===== config.mk =====
export PLATFORM = sky130hd
export DESIGN_NAME = psram_xfer
export DESIGN_NICKNAME = d
export VERILOG_FILES = /design/src/rtl/psram_xfer.sv
export SDC_FILE = /design/constraint.sdc
export NUM_CORES = 1
export LEC_CHECK = 0
export CORE_ASPECT_RATIO = 1.25
export CORE_UTILIZATION = 45
export CTS_CLUSTER_SIZE = 12
export DETAILED_ROUTE_END_ITERATION = 8
export PLACE_DENSITY = 0.67
export SYNTH_ARGS = -nofsm -noshare
export SYNTH_HDL_FRONTEND = slang
export SYNTH_SLANG_ARGS = --single-unit

===== constraint.sdc =====
create_clock -name clk_i -period 5.3 [get_ports clk_i]
set_input_delay 1.06 -clock clk_i [delete_from_list [all_inputs] [get_ports clk_i]]
set_output_delay 1.06 -clock clk_i [all_outputs]
set_load 0.02 [all_outputs]

===== src/rtl/psram_xfer.sv =====
// psram_xfer: single-transfer PSRAM serial engine (SPI/QSPI/QPI/OPI, SCK mode 0).
// Ports:
//   clk_i, rst_n_i             clock, asynchronous active-low reset
//   en_i, mode_i, pscr_i       controller enable, lane mode, SCK prescaler
//   start_i, wr_i, cmd_i,      one-cycle request, direction, opcode,
//   wait_i, addr_i, wdata_i    dummy SCK cycles, byte address, write byte
//   rdata_o, busy_o, done_o    read byte, transfer active, completion pulse
//   psram_sck_o, psram_ce_o    serial clock, chip enable (active low)
//   psram_io_en_o/out_o/in_i   per-pad output enable, output data, input data
module psram_xfer #(
  parameter int unsigned ADDR_WIDTH = 24
) (
  input  logic                  clk_i,
  input  logic                  rst_n_i,
  input  logic                  en_i,
  input  logic [1:0]            mode_i,
  input  logic [7:0]            pscr_i,
  input  logic                  start_i,
  input  logic                  wr_i,
  input  logic [7:0]            cmd_i,
  input  logic [7:0]            wait_i,
  input  logic [ADDR_WIDTH-1:0] addr_i,
  input  logic [7:0]            wdata_i,
  output logic [7:0]            rdata_o,
  output logic                  busy_o,
  output logic                  done_o,
  output logic                  psram_sck_o,
  output logic                  psram_ce_o,
  output logic [7:0]            psram_io_en_o,
  output logic [7:0]            psram_io_out_o,
  input  logic [7:0]            psram_io_in_i
);

  localparam int unsigned SR_W = ADDR_WIDTH;

  typedef enum logic [2:0] {IDLE, CMD, ADDR, WAIT, DATA, STOP} state_t;

  // Lane count of a phase for the captured mode.
  function automatic logic [3:0] lanes_f(input logic [1:0] mode, input state_t ph);
    case (mode)
      2'b00:   lanes_f = 4'd1;
      2'b01:   lanes_f = (ph == CMD) ? 4'd1 : 4'd4;
      2'b10:   lanes_f = 4'd4;
      default: lanes_f = 4'd8;
    endcase
  endfunction

  // SCK cycles needed to move a phase over its lanes.
  function automatic logic [7:0] beats_f(input logic [3:0] ln, input state_t ph);
    if (ph == ADDR) begin
      case (ln)
        4'd1:    beats_f = 8'(ADDR_WIDTH);
        4'd4:    beats_f = 8'(ADDR_WIDTH / 4);
        default: beats_f = 8'(ADDR_WIDTH / 8);
      endcase
    end else begin
      case (ln)
        4'd1:    beats_f = 8'd8;
        4'd4:    beats_f = 8'd2;
        default: beats_f = 8'd1;
      endcase
    end
  endfunction

  function automatic logic [7:0] en_f(input logic [3:0] ln);
    case (ln)
      4'd1:    en_f = 8'h01;
      4'd4:    en_f = 8'h0F;
      default: en_f = 8'hFF;
    endcase
  endfunction

  // Current beat is always the MSBs of the shift register.
  function automatic logic [7:0] drive_f(input logic [3:0] ln, input logic [SR_W-1:0] sr);
    case (ln)
      4'd1:    drive_f = {7'b0, sr[SR_W-1]};
      4'd4:    drive_f = {4'b0, sr[SR_W-1 -: 4]};
      default: drive_f = sr[SR_W-1 -: 8];
    endcase
  endfunction

  function automatic logic [SR_W-1:0] shift_f(input logic [3:0] ln, input logic [SR_W-1:0] sr);
    case (ln)
      4'd1:    shift_f = {sr[SR_W-2:0], 1'b0};
      4'd4:    shift_f = {sr[SR_W-5:0], 4'b0};
      default: shift_f = {sr[SR_W-9:0], 8'b0};
    endcase
  endfunction

  // SPI reads come back on io[1]; wider modes use the low lanes.
  function automatic logic [7:0] sample_f(input logic [3:0] ln, input logic [7:0] rx,
                                          input logic [7:0] din);
    case (ln)
      4'd1:    sample_f = {rx[6:0], din[1]};
      4'd4:    sample_f = {rx[3:0], din[3:0]};
      default: sample_f = din;
    endcase
  endfunction

  state_t          state_q, state_n;
  logic [7:0]      cnt_q, cnt_n, beat_q, beat_n, rx_q, rx_n;
  logic [SR_W-1:0] sr_q, sr_n;
  logic            sck_q, sck_n, ce_q, ce_n, busy_q, busy_n, done_q, done_n;
  logic [7:0]      io_en_q, io_en_n, io_out_q, io_out_n, rdata_q, rdata_n;

  logic            wr_q;
  logic [1:0]      mode_q;
  logic [7:0]      wait_q, pscr_q, wdata_q;
  logic [SR_W-1:0] addr_q;

  logic            accept, tick, update_io, drive;
  logic [7:0]      prd, beats;
  logic [3:0]      ln, ln_n;

  assign accept = (state_q == IDLE) && start_i && en_i;
  assign prd    = (pscr_q < 8'd2) ? 8'd2 : pscr_q;
  assign tick   = (cnt_q == 8'(prd - 8'd1));

  // Request fields held for the whole transfer.
  always_ff @(posedge clk_i or negedge rst_n_i) begin
    if (!rst_n_i) begin
      wr_q    <= 1'b0;
      mode_q  <= 2'b00;
      wait_q  <= 8'd0;
      pscr_q  <= 8'd0;
      wdata_q <= 8'd0;
      addr_q  <= '0;
    end else if (accept) begin
      wr_q    <= wr_i;
      mode_q  <= mode_i;
      wait_q  <= wait_i;
      pscr_q  <= pscr_i;
      wdata_q <= wdata_i;
      addr_q  <= addr_i;
    end
  end

  // State and registered outputs.
  always_ff @(posedge clk_i or negedge rst_n_i) begin
    if (!rst_n_i) begin
      state_q  <= IDLE;
      cnt_q    <= 8'd0;
      beat_q   <= 8'd0;
      rx_q     <= 8'd0;
      sr_q     <= '0;
      sck_q    <= 1'b0;
      ce_q     <= 1'b1;
      busy_q   <= 1'b0;
      done_q   <= 1'b0;
      io_en_q  <= 8'h00;
      io_out_q <= 8'h00;
      rdata_q  <= 8'h00;
    end else begin
      state_q  <= state_n;
      cnt_q    <= cnt_n;
      beat_q   <= beat_n;
      rx_q     <= rx_n;
      sr_q     <= sr_n;
      sck_q    <= sck_n;
      ce_q     <= ce_n;
      busy_q   <= busy_n;
      done_q   <= done_n;
      io_en_q  <= io_en_n;
      io_out_q <= io_out_n;
      rdata_q  <= rdata_n;
    end
  end

  // Next state: rising ticks sample, falling ticks advance the beat.
  always_comb begin
    state_n   = state_q;
    cnt_n     = cnt_q;
    beat_n    = beat_q;
    rx_n      = rx_q;
    sr_n      = sr_q;
    sck_n     = sck_q;
    ce_n      = ce_q;
    busy_n    = busy_q;
    done_n    = 1'b0;
    io_en_n   = io_en_q;
    io_out_n  = io_out_q;
    rdata_n   = rdata_q;
    update_io = 1'b0;
    drive     = 1'b0;
    ln        = lanes_f(mode_q, state_q);
    ln_n      = 4'd1;
    beats     = (state_q == WAIT) ? wait_q : beats_f(ln, state_q);

    if (state_q == IDLE) begin
      cnt_n = 8'd0;
      if (accept) begin
        state_n  = CMD;
        beat_n   = 8'd0;
        rx_n     = 8'd0;
        sr_n     = {cmd_i, {(SR_W-8){1'b0}}};
        ce_n     = 1'b0;
        sck_n    = 1'b0;
        busy_n   = 1'b1;
        io_en_n  = en_f(lanes_f(mode_i, CMD));
        io_out_n = drive_f(lanes_f(mode_i, CMD), {cmd_i, {(SR_W-8){1'b0}}});
      end
    end else if (!en_i) begin
      state_n  = IDLE;
      cnt_n    = 8'd0;
      beat_n   = 8'd0;
      ce_n     = 1'b1;
      sck_n    = 1'b0;
      busy_n   = 1'b0;
      io_en_n  = 8'h00;
      io_out_n = 8'h00;
    end else begin
      cnt_n = tick ? 8'd0 : 8'(cnt_q + 8'd1);
      if (tick) begin
        if (state_q == STOP) begin
          state_n = IDLE;
          ce_n    = 1'b1;
          busy_n  = 1'b0;
          done_n  = 1'b1;
          rdata_n = wr_q ? rdata_q : rx_q;
        end else if (!sck_q) begin
          sck_n = 1'b1;
          if (state_q == DATA && !wr_q) rx_n = sample_f(ln, rx_q, psram_io_in_i);
        end else begin
          sck_n     = 1'b0;
          update_io = 1'b1;
          if (beat_q != 8'(beats - 8'd1)) begin
            beat_n = 8'(beat_q + 8'd1);
            if (state_q != WAIT) sr_n = shift_f(ln, sr_q);
          end else begin
            beat_n = 8'd0;
            case (state_q)
              CMD: begin
                state_n = ADDR;
                sr_n    = addr_q;
              end
              ADDR: begin
                state_n = (wait_q != 8'd0) ? WAIT : DATA;
                sr_n    = {wdata_q, {(SR_W-8){1'b0}}};
              end
              WAIT:    state_n = DATA;
              DATA:    state_n = STOP;
              default: state_n = IDLE;
            endcase
          end
        end
      end
    end

    // Pads follow the phase that the next SCK low period belongs to.
    if (update_io) begin
      ln_n     = lanes_f(mode_q, state_n);
      drive    = (state_n == CMD) || (state_n == ADDR) || (state_n == DATA && wr_q);
      io_en_n  = drive ? en_f(ln_n) : 8'h00;
      io_out_n = drive ? drive_f(ln_n, sr_n) : 8'h00;
    end
  end

  assign rdata_o        = rdata_q;
  assign busy_o         = busy_q;
  assign done_o         = done_q;
  assign psram_sck_o    = sck_q;
  assign psram_ce_o     = ce_q;
  assign psram_io_en_o  = io_en_q;
  assign psram_io_out_o = io_out_q;

endmodule


==> results_dict.tcl <==
set metrics [dict create \
    status "complete, no violations" \
    path_buf_inv 0 \
    worstReg2RegStart "pscr_q[7]" \
    slowest_stage "nor4_1" \
    drc_errors 0 \
    die_x_um 117.0 \
    rows 52 \
    grt_overflow_total 0 \
    crit_type "reg2reg" \
    cp-start-kind "flop" \
    synth_seq_cells 125 \
    initial_core_util_pct 45.88 \
    reg2reg_slack_ns 0.67 \
    drive_above_1_share_pct 9.900 \
    die-area_um2 17040 \
    hold_path.class "reg2reg" \
    grt.total_usage_pct 27.24 \
    cts_num_sinks 125 \
    relSlewSlack_pct 42.31 \
    rsz0062_at_grt "no" \
    final_cell_mix "nand2_1 (228), dfrtp_1 (124), clkdlybuf4s50_1 (97)" \
    synth.distinct_cells 69 \
    holdBufCountCts 0 \
    finalNonFillerCells 1216 \
    wl_per_cell_um 17.71 \
    max_freq_mhz 215.8 \
    synth_top_area_cell "dfrtp_1" \
    grt_first_pass_wirelength_mm 35.78 \
    yosys_warnings 0 \
    cts_resized 0 \
    grt_max_degree 60 \
    synthFlopType "dfrtp_1" \
    final_common_cell "nand2_1" \
    drv_cap 0 \
    reg2reg_depth 14 \
    gp_congestion 0.9122 \
    hold_end "addr_q[5]" \
    r2r-end "psram_io_out_o[0]" \
    numCtsBuffers 17 \
    routed_wirelength_mm 21.54 \
    yosysSeqAreaShare_pct 42.10 \
    multi_input_area_um2 4015 \
    min_path_cells 2 \
    skew_ns 0.006350 \
    die_y_um 145.7 \
    antenna_found_initial 0 \
    tightest_slew_ns 0.8616 \
    synthCells 908 \
    hpwl_mm 15.01 \
    cts_buffer_depth 2 \
    setup_viol_count_final 0 \
    cp_top_family "compound AO/OA/AOI/OAI gates" \
    arrival_ns 4.95 \
    placed_cells_incl_taps 1184 \
    regArea_um2 3129 \
    first_pass_iters 5 \
    utilization_pct 56.73 \
    grt_pass1_vias 6973 \
    io_pins 99 \
    top_regs "addr_q x24, sr_q x24" \
    min_period_over_period_pct 87.45 \
    fp.coreArea_um2 16200 \
    worstHoldStart "addr_q[5]" \
    port_buffers 98 \
    p_per_area_nw_per_um2 348.1 \
    synth_nets 983 \
    drtAntennaViolNets 0 \
    first_iter_violations 542 \
    clk_pin_slew_ns 0.06 \
    required_ns 5.62 \
    syn2layout_area_growth_pct 23.65 \
    cts_root_buf "clkbuf_16" \
    avgSynthCellArea_um2 8.187 \
    critPathCaptureType "flop" \
    via_count 7027 \
    path_cells "nor4_1 -> nand2_1 -> nand2_1 -> ha_1 -> nor3b_1 -> o21ai_0 -> o221a_2 -> o211ai_1 -> o311ai_0 -> o211ai_1 -> nand3_1 -> or2_1 -> a221o_1 -> a31o_1" \
    synth_edf_count 0 \
    insertion_delay_ns 0.43 \
    period_minus_slack_ns 4.635 \
    synth_top_area_share_pct 41.74 \
    leakagePower_nw 4.084 \
    nNetsFinal 1062 \
    ir_worst_vdd_v 0.0002313 \
    fillers 1486 \
    synth_area_um2 7433 \
    viasPerCell 5.779 \
    worstPathMaxFanout 8 \
    cts_setup_buffers 0 \
    final-hold-violation-count 0 \
    crit_path_start "pscr_q[7]" \
    synthTopCellsByArea "dfrtp_1 (42%), nand2_1 (12%), a21oi_1 (3.8%)" \
    antennaDiodeCount 0 \
    tns_ns 0 \
    cts_tree "yes" \
    async_flop_share_pct 100.0 \
    maxSlewViolCount 0 \
    slowest_delay_ns 0.68 \
    htreeDepth 4 \
]
==> tightest hold or removal path, cell delays in order (launching register included) <==
cell     delay (ns)
dfrtp_1        0.34
nand2_1        0.05
nand2_1        0.05
==> power breakdown <==
part           switching (mW)  total (mW)  internal [mW]
combinational           0.470       0.834          0.364
sequential              0.127        1.20           1.07
clock                   0.469        1.17          0.698
==> logic make-up after synthesis <==
family	count (synthesis)	share of synthesized area [%]
XOR/XNOR	22	2.592
multiplexers	34	4.966
adder cells (fa/ha/maj)	4	0.6733
buffers and inverters	72	4.124
AND/OR/NAND/NOR	428	25.64
AO/OA/AOI/OAI	223	19.91
flip-flops	125	42.10
==> cell type report <==
cell class / instances / area share (%)
sequential: 125 / 34.05
timing repair buffer: 120 / 12.44
tap: 216 / 2.940
multi-input combinational: 711 / 43.68
clock buffer: 17 / 4.628
inverter: 12 / 0.4901
clock inverter: 15 / 1.770
==> metrics by stage <==
stage | hold slack, ns | worst slack [ns] | instance area [um^2] | total power [mW]
detailed placement | 0.4629 | 0.7699 | 8603 | 2.041
CTS | 0.4780 | 0.7475 | 9191 | 3.214
global route | 0.5078 | 0.1303 | 9191 | 3.375
finish | 0.4731 | 0.6652 | 9191 | 3.200
global placement | 0.4587 | 0.8296 | 8603 | 2.032
floorplan | 0.4374 | 1.132 | 7433 | 1.753
==> cell usage after synthesis (10+ instances only) <==
master    number
o21ai_0       52
xor2_1        12
a31oi_1       17
inv_1         12
mux2_2        23
o22ai_1       10
a21oi_1       56
nand3_1       21
o221ai_1      18
clkbuf_1      45
a22o_1        11
nor2_1        72
nor2b_1       13
nor3_1        25
mux2i_1       11
dfrtp_1      124
xnor2_1       10
nand2_1      228
and3_1        25
==> how the worst max path moves through the flow <==
stage                   endpoint  cells past startpoint  slack, ns
2_1_floorplan  psram_io_out_o[0]                     15       1.13
3_3_place_gp   psram_io_out_o[0]                     14       0.83
3_5_place_dp   psram_io_out_o[0]                     14       0.77
4_1_cts        psram_io_out_o[0]                     14       0.75
5_1_grt        psram_io_out_o[5]                     14       0.13
6_report       psram_io_out_o[0]                     14       0.67
==> per-layer routing <==
| metal | share of wire, % | wire [um] | track usage [%] | vias up |
|---|---|---|---|---|
| met5 | 0 | 0 | 0 | - |
| met2 | 50 | 10720 | 45.41 | 215 |
| met4 | 3.3 | 701 | 10.76 | 0 |
| met1 | 42 | 9123 | 34.41 | 3389 |
| li1 | - | - | - | 3373 |
| met3 | 4.6 | 996 | 5.206 | 50 |
Note: power is estimated with default switching activity, not from simulation.
